**config.mk**
```make
export PLATFORM = sky130hd
export DESIGN_NAME = clk_wiz_sequencer
export DESIGN_NICKNAME = d
export VERILOG_FILES = /design/src/rtl/clk_seq_pkg.sv /design/src/rtl/sync_2ff.sv /design/src/rtl/clk_wiz_sequencer.sv
export SDC_FILE = /design/constraint.sdc
export NUM_CORES = 1
export LEC_CHECK = 0
export ABC_AREA = 1
export BUFFER_PORTS_ARGS = -buffer_cell sky130_fd_sc_hd__buf_2
export CORE_MARGIN = 2
export CORE_UTILIZATION = 40
export CTS_BUF_LIST = sky130_fd_sc_hd__clkbuf_8
export CTS_CLUSTER_SIZE = 28
export DETAILED_ROUTE_END_ITERATION = 7
export GPL_TIMING_DRIVEN = 0
export REMOVE_ABC_BUFFERS = 1
export SLEW_MARGIN = 5
export SYNTH_ARGS = -nofsm -noshare
export SYNTH_HDL_FRONTEND = slang
export SYNTH_SLANG_ARGS = --single-unit
export TNS_END_PERCENT = 20
```
**constraint.sdc**
```tcl
create_clock -name clk -period 2.1 [get_ports clk]
set_clock_uncertainty 0.1 [all_clocks]
set_input_delay 0.105 -clock clk [delete_from_list [all_inputs] [get_ports clk]]
set_output_delay 0.105 -clock clk [all_outputs]
set_load 0.01 [all_outputs]
```
**src/rtl/clk_seq_pkg.sv**
```systemverilog
// Shared types and helpers for the clock wizard bring-up sequencer.
package clk_seq_pkg;

  typedef enum logic [2:0] {
    IDLE        = 3'd0,
    RESET_PULSE = 3'd1,
    WAIT_LOCK   = 3'd2,
    STABILIZE   = 3'd3,
    RUNNING     = 3'd4,
    FAULT       = 3'd5
  } state_t;

  localparam int STATE_W    = 3;
  localparam int LOSS_CNT_W = 8;

  // Width needed to hold values 0..value-1, never less than one bit.
  function automatic int clog2_min1(input int value);
    return (value > 1) ? $clog2(value) : 1;
  endfunction

endpackage

```
**src/rtl/sync_2ff.sv**
```systemverilog
// Single-bit two-flop synchroniser for asynchronous level inputs.
module sync_2ff (
  input  logic clk,
  input  logic rst_n,
  input  logic d,
  output logic q
);

  logic meta;

  // Two back-to-back flops give the first stage a full cycle to settle.
  always_ff @(posedge clk or negedge rst_n) begin
    if (!rst_n) begin
      meta <= 1'b0;
      q    <= 1'b0;
    end else begin
      meta <= d;
      q    <= meta;
    end
  end

endmodule

```
**src/rtl/clk_wiz_sequencer.sv**
```systemverilog
// Bring-up and supervision controller for the clock wizard generating
// clk_6144mhz: pulses the wizard reset, waits for a stable lock with a
// bounded number of retries, and gates the downstream audio-domain reset.
module clk_wiz_sequencer
  import clk_seq_pkg::*;
#(
  parameter int RST_PULSE_CYCLES    = 16,
  parameter int LOCK_TIMEOUT_CYCLES = 65536,
  parameter int LOCK_STABLE_CYCLES  = 1024,
  parameter int MAX_RETRIES         = 3
) (
  input  logic                                   clk,
  input  logic                                   rst_n,
  input  logic                                   enable,
  input  logic                                   restart,
  input  logic                                   clear_fault,
  input  logic                                   locked,
  output logic                                   mmcm_rst,
  output logic                                   domain_rst_n,
  output logic                                   ready,
  output logic                                   fault,
  output logic [clog2_min1(MAX_RETRIES + 1)-1:0] retry_count,
  output logic [LOSS_CNT_W-1:0]                  lock_loss_count,
  output logic [STATE_W-1:0]                     state_o
);

  localparam int RC_W      = clog2_min1(MAX_RETRIES + 1);
  localparam int MAX_A     = (RST_PULSE_CYCLES > LOCK_TIMEOUT_CYCLES) ? RST_PULSE_CYCLES
                                                                      : LOCK_TIMEOUT_CYCLES;
  localparam int MAX_PARAM = (MAX_A > LOCK_STABLE_CYCLES) ? MAX_A : LOCK_STABLE_CYCLES;
  localparam int CNT_W     = clog2_min1(MAX_PARAM);

  localparam logic [CNT_W-1:0]      RST_LAST     = CNT_W'(RST_PULSE_CYCLES - 1);
  localparam logic [CNT_W-1:0]      TIMEOUT_LAST = CNT_W'(LOCK_TIMEOUT_CYCLES - 1);
  localparam logic [CNT_W-1:0]      STABLE_LAST  = CNT_W'(LOCK_STABLE_CYCLES - 1);
  localparam logic [RC_W-1:0]       RETRY_LIMIT  = RC_W'(MAX_RETRIES);
  localparam logic [LOSS_CNT_W-1:0] LOSS_MAX     = '1;

  state_t                  state;
  state_t                  state_n;
  logic [CNT_W-1:0]        cnt;
  logic                    cnt_inc;
  logic                    force_clr;
  logic                    cnt_clr;
  logic [RC_W-1:0]         retry_n;
  logic [LOSS_CNT_W-1:0]   loss_n;
  logic                    locked_s;

  sync_2ff u_lock_sync (
    .clk   (clk),
    .rst_n (rst_n),
    .d     (locked),
    .q     (locked_s)
  );

  // Next-state decision in priority order: enable, clear_fault, restart,
  // lock events, then counter expiry.
  always_comb begin
    state_n   = state;
    retry_n   = retry_count;
    loss_n    = lock_loss_count;
    cnt_inc   = 1'b0;
    force_clr = 1'b0;
    if (!enable) begin
      state_n = IDLE;
      retry_n = '0;
    end else if (state == FAULT) begin
      if (clear_fault) begin
        state_n = RESET_PULSE;
        retry_n = '0;
      end
    end else if (restart && (state != IDLE)) begin
      state_n   = RESET_PULSE;
      retry_n   = '0;
      force_clr = 1'b1;
    end else begin
      case (state)
        IDLE: state_n = RESET_PULSE;
        RESET_PULSE: begin
          if (cnt == RST_LAST) state_n = WAIT_LOCK;
          else                 cnt_inc = 1'b1;
        end
        WAIT_LOCK: begin
          if (locked_s) begin
            state_n = STABILIZE;
          end else if (cnt == TIMEOUT_LAST) begin
            if (retry_count == RETRY_LIMIT) begin
              state_n = FAULT;
            end else begin
              state_n = RESET_PULSE;
              retry_n = retry_count + 1'b1;
            end
          end else begin
            cnt_inc = 1'b1;
          end
        end
        STABILIZE: begin
          if (!locked_s)                state_n = WAIT_LOCK;
          else if (cnt == STABLE_LAST)  state_n = RUNNING;
          else                          cnt_inc = 1'b1;
        end
        RUNNING: begin
          if (!locked_s) begin
            state_n = RESET_PULSE;
            retry_n = '0;
            if (lock_loss_count != LOSS_MAX) loss_n = lock_loss_count + 1'b1;
          end
        end
        default: state_n = IDLE;
      endcase
    end
  end

  // A restart inside RESET_PULSE keeps the state, so it must still restart the pulse.
  always_comb begin
    cnt_clr = force_clr || (state_n != state);
  end

  // State, counter, statistics and outputs all update together, with the
  // outputs decoded from the next state so they move on the same edge.
  always_ff @(posedge clk or negedge rst_n) begin
    if (!rst_n) begin
      state           <= IDLE;
      cnt             <= '0;
      retry_count     <= '0;
      lock_loss_count <= '0;
      mmcm_rst        <= 1'b1;
      domain_rst_n    <= 1'b0;
      ready           <= 1'b0;
      fault           <= 1'b0;
    end else begin
      state           <= state_n;
      retry_count     <= retry_n;
      lock_loss_count <= loss_n;
      if (cnt_clr)      cnt <= '0;
      else if (cnt_inc) cnt <= cnt + 1'b1;
      mmcm_rst        <= (state_n == IDLE) || (state_n == RESET_PULSE) || (state_n == FAULT);
      domain_rst_n    <= (state_n == RUNNING);
      ready           <= (state_n == RUNNING);
      fault           <= (state_n == FAULT);
    end
  end

  assign state_o = state;

endmodule

```
==> results.ini <==
[run_status]
outcome=finished clean

[critical_path]
crit_end=cnt[14]
cp-startpoint=cnt[0]
rr_endpoint=cnt[14]
path_class=reg -> reg
crit_top_cell=nand2_1
cp.required_ns=2.23
slowest_stage=dfrtp_1
endpoint_kind=register
ff2ff_path_depth=13
slowest_delay_ns=0.42
crit_chain=ha_4 > nand3_4 > nor2_4 > nand2_2 > nand2_1 > nand2_1 > nand2_1 > nand3_2 > nand3_2 > nand2_4 > nor2_8 > nand2_8 > nor2_4
r2r_slack_ns=0.09
critPathArrivalTime_ns=2.14
worst_setup_path_start_kind=register
crit_fanout=8
r2r-start=cnt[0]

[placement]
dp.cells=352
io_buffers=22
place_congestion=0.8190
dp_slack_ns=-0.1544
dp_hpwl_mm=3.089

[timing]
fmax_ghz=0.4971
finalMaxSlewViolations=0
fin_crit_sh=0.9579
setup_ws_ns=0.08832
setup_viol=0
holdWs_ns=0.06784
relSlewSlack=0.5131
hold_viol=0
min_period_ns=2.012
rsz0062_at_grt=true
tightestPinTransition_ns=0.7303

[synthesis]
syn_area_per_cell_um2=8.273
synth_area_um2=2176
synth_common_cells=nand2_1 (58), dfrtp_1 (33), nor2_1 (33)
synth_edf_count=0
ys_types=31
synth_top_area_frac=0.3795
ys_seq_elements=34
synth_ff_type=dfrtp_1
yosys_warnings=0
async_reset_ff_frac=1.000
synthMostInstantiatedCell=nand2_1
synth-seq-area-share=0.3916
ys_top_cells_by_area=dfrtp_1 (38%), nand2_1 (10%), nor2_4 (6.7%)
synth_area_leader_cell=dfrtp_1
synth_cells=263

[floorplan]
die_area_um2=6046
die_w_um=77.76
row_count=26
die_y_um=77.76
core_area_um2=5172
io-pin-count=23
initial_core_util=0.4207

[routing]
drt_iter0_markers=101
via_per_inst=4.807
drc=0
drt_wl_total_mm=4.562
ant_nets=0
dr.pass1.iters=4
vias=1798
wl_per_cell_um=12.20

[clock_network]
clkTransAtPathRegs_ns=0.07
cts.htree.levels=2
cts-root-buf=clkbuf_8
clock_path_buffers=2
clk_latency_ns=0.29
cts.sinks=34
tritoncts=built
numCtsBuffers=5

[finish]
utilization=0.5143
diodes=0
regArea_um2=859.6
multiInputGateArea_um2=1276
fill_cells=490
stdcell_count=374
syn_to_final_growth_pct=22.25
drive_above_1_share=0.3684
final_nets=312

[flow_run]
maxCapViolCount=0

[power]
irDropWorstVdd_mv=0.3808
p_leak_nw=1.209
cellPowerDensity_nw_per_um2=509.6

[global_route]
busiest_layer=met2
grt_pass1_wl_mm=7.569
antenna_found_initial=0
grt_use_met1=0.2022
first_global_vias=1707
met2_usage=0.2466
gr-total-overflow=0
grt_max_degree=35
met3_usage=0.03023
grt_use_total=0.1550

[hold_path]
worstHoldPathType=in -> reg

-- state kept, by name (all words and copies together), names as in the netlist --
register / flops
lock_loss_count: 8
ready: 1
mmcm_rst: 1
fault: 1
cnt: 16
u_lock_sync.meta: 1
retry_count: 2
u_lock_sync.q: 1
state_o: 3
-- layer usage --
metal | vias to the layer above | wire [µm]
li1 | 900 | -
met1 | 855 | 2164
met2 | 35 | 2086
met3 | 8 | 200
met4 | 0 | 110
met5 | - | 0
-- where the power goes --
group / leakage (nW) / internal [W] / switching (W)
logic: 0.710 / 0.0000575 / 0.000129
registers: 0.454 / 0.000667 / 0.0000163
clock network: 0.0441 / 0.000233 / 0.000254
-- repair_timing --
| action | in CTS | in global routing |
|---|---|---|
| hold buffers | 3 | 0 |
| endpoints found under the setup margin | 17 | 20 |
| buffers inserted | 0 | 10 |
| gates cloned | 0 | 1 |
| endpoints found under the hold margin | 35 | 0 |
| pin swaps | 0 | 18 |
| resized for setup | 2 | 32 |
-- kinds of logic after synthesis --
group           Yosys count  share of synthesized area
fa+ha+maj                 3                    0.01725
xor+xnor                 19                    0.07648
flops                    34                     0.3916
simple gates            158                     0.4054
buf+inv                  38                    0.07993
compound gates           11                    0.02933
-- area by class of cell --
| class | instances | share of cell area |
|---|---|---|
| sequential | 34 | 0.3231 |
| tap | 70 | 0.03293 |
| clock inverter | 3 | 0.007996 |
| multi-input combinational | 192 | 0.4798 |
| clock buffer | 5 | 0.02587 |
| timing repair buffer | 35 | 0.08090 |
| inverter | 35 | 0.04939 |
-- worst max-delay path, delay by kind of cell (launching register included) --
kind / cells / cell delay [ns]
and+or+nand+nor: 12 / 1.25
adders and majority gates: 1 / 0.17
DFF: 1 / 0.42
-- layout by cell type, fill, tap and decap left out, types with 6 or more instances in the layout --
cell type  instances
nand2_1           52
nor2_1            28
dfrtp_1           27
inv_1             26
buf_2             22
nand3_1           17
nor2_4            15
nand2_2           10
buf_4             10
inv_2              9
xor2_1             9
xnor2_1            8
nor2_2             7
nand3_2            6
nand4_1            6
dfrtp_2            6
-- metrics by stage --
| stage | power [W] | TNS, ns | area (µm²) |
|---|---|---|---|
| final | 0.001356 | 0 | 2660 |
| after global routing | 0.001430 | -0.2236 | 2660 |
| after CTS | 0.001347 | 0 | 2461 |
| after detailed placement | 0.0008484 | -2.140 | 2331 |
| after global placement | 0.0008473 | -1.635 | 2331 |
| after floorplan | 0.0007989 | 0 | 2133 |
-- worst min-delay path by stage --
stage / from / to / slack (ns) / cells past startpoint
after floorplan: rst_n / cnt[0] / -0.29 / 0
after global placement: locked / u_lock_sync.meta / 0.11 / 1
after detailed placement: rst_n / cnt[0] / 0.12 / 1
after CTS: clear_fault / state_o[2] / 0.06 / 4
after global routing: clear_fault / state_o[2] / 0.07 / 4
final: clear_fault / state_o[2] / 0.07 / 4
Power figures use the tool's default switching activity.
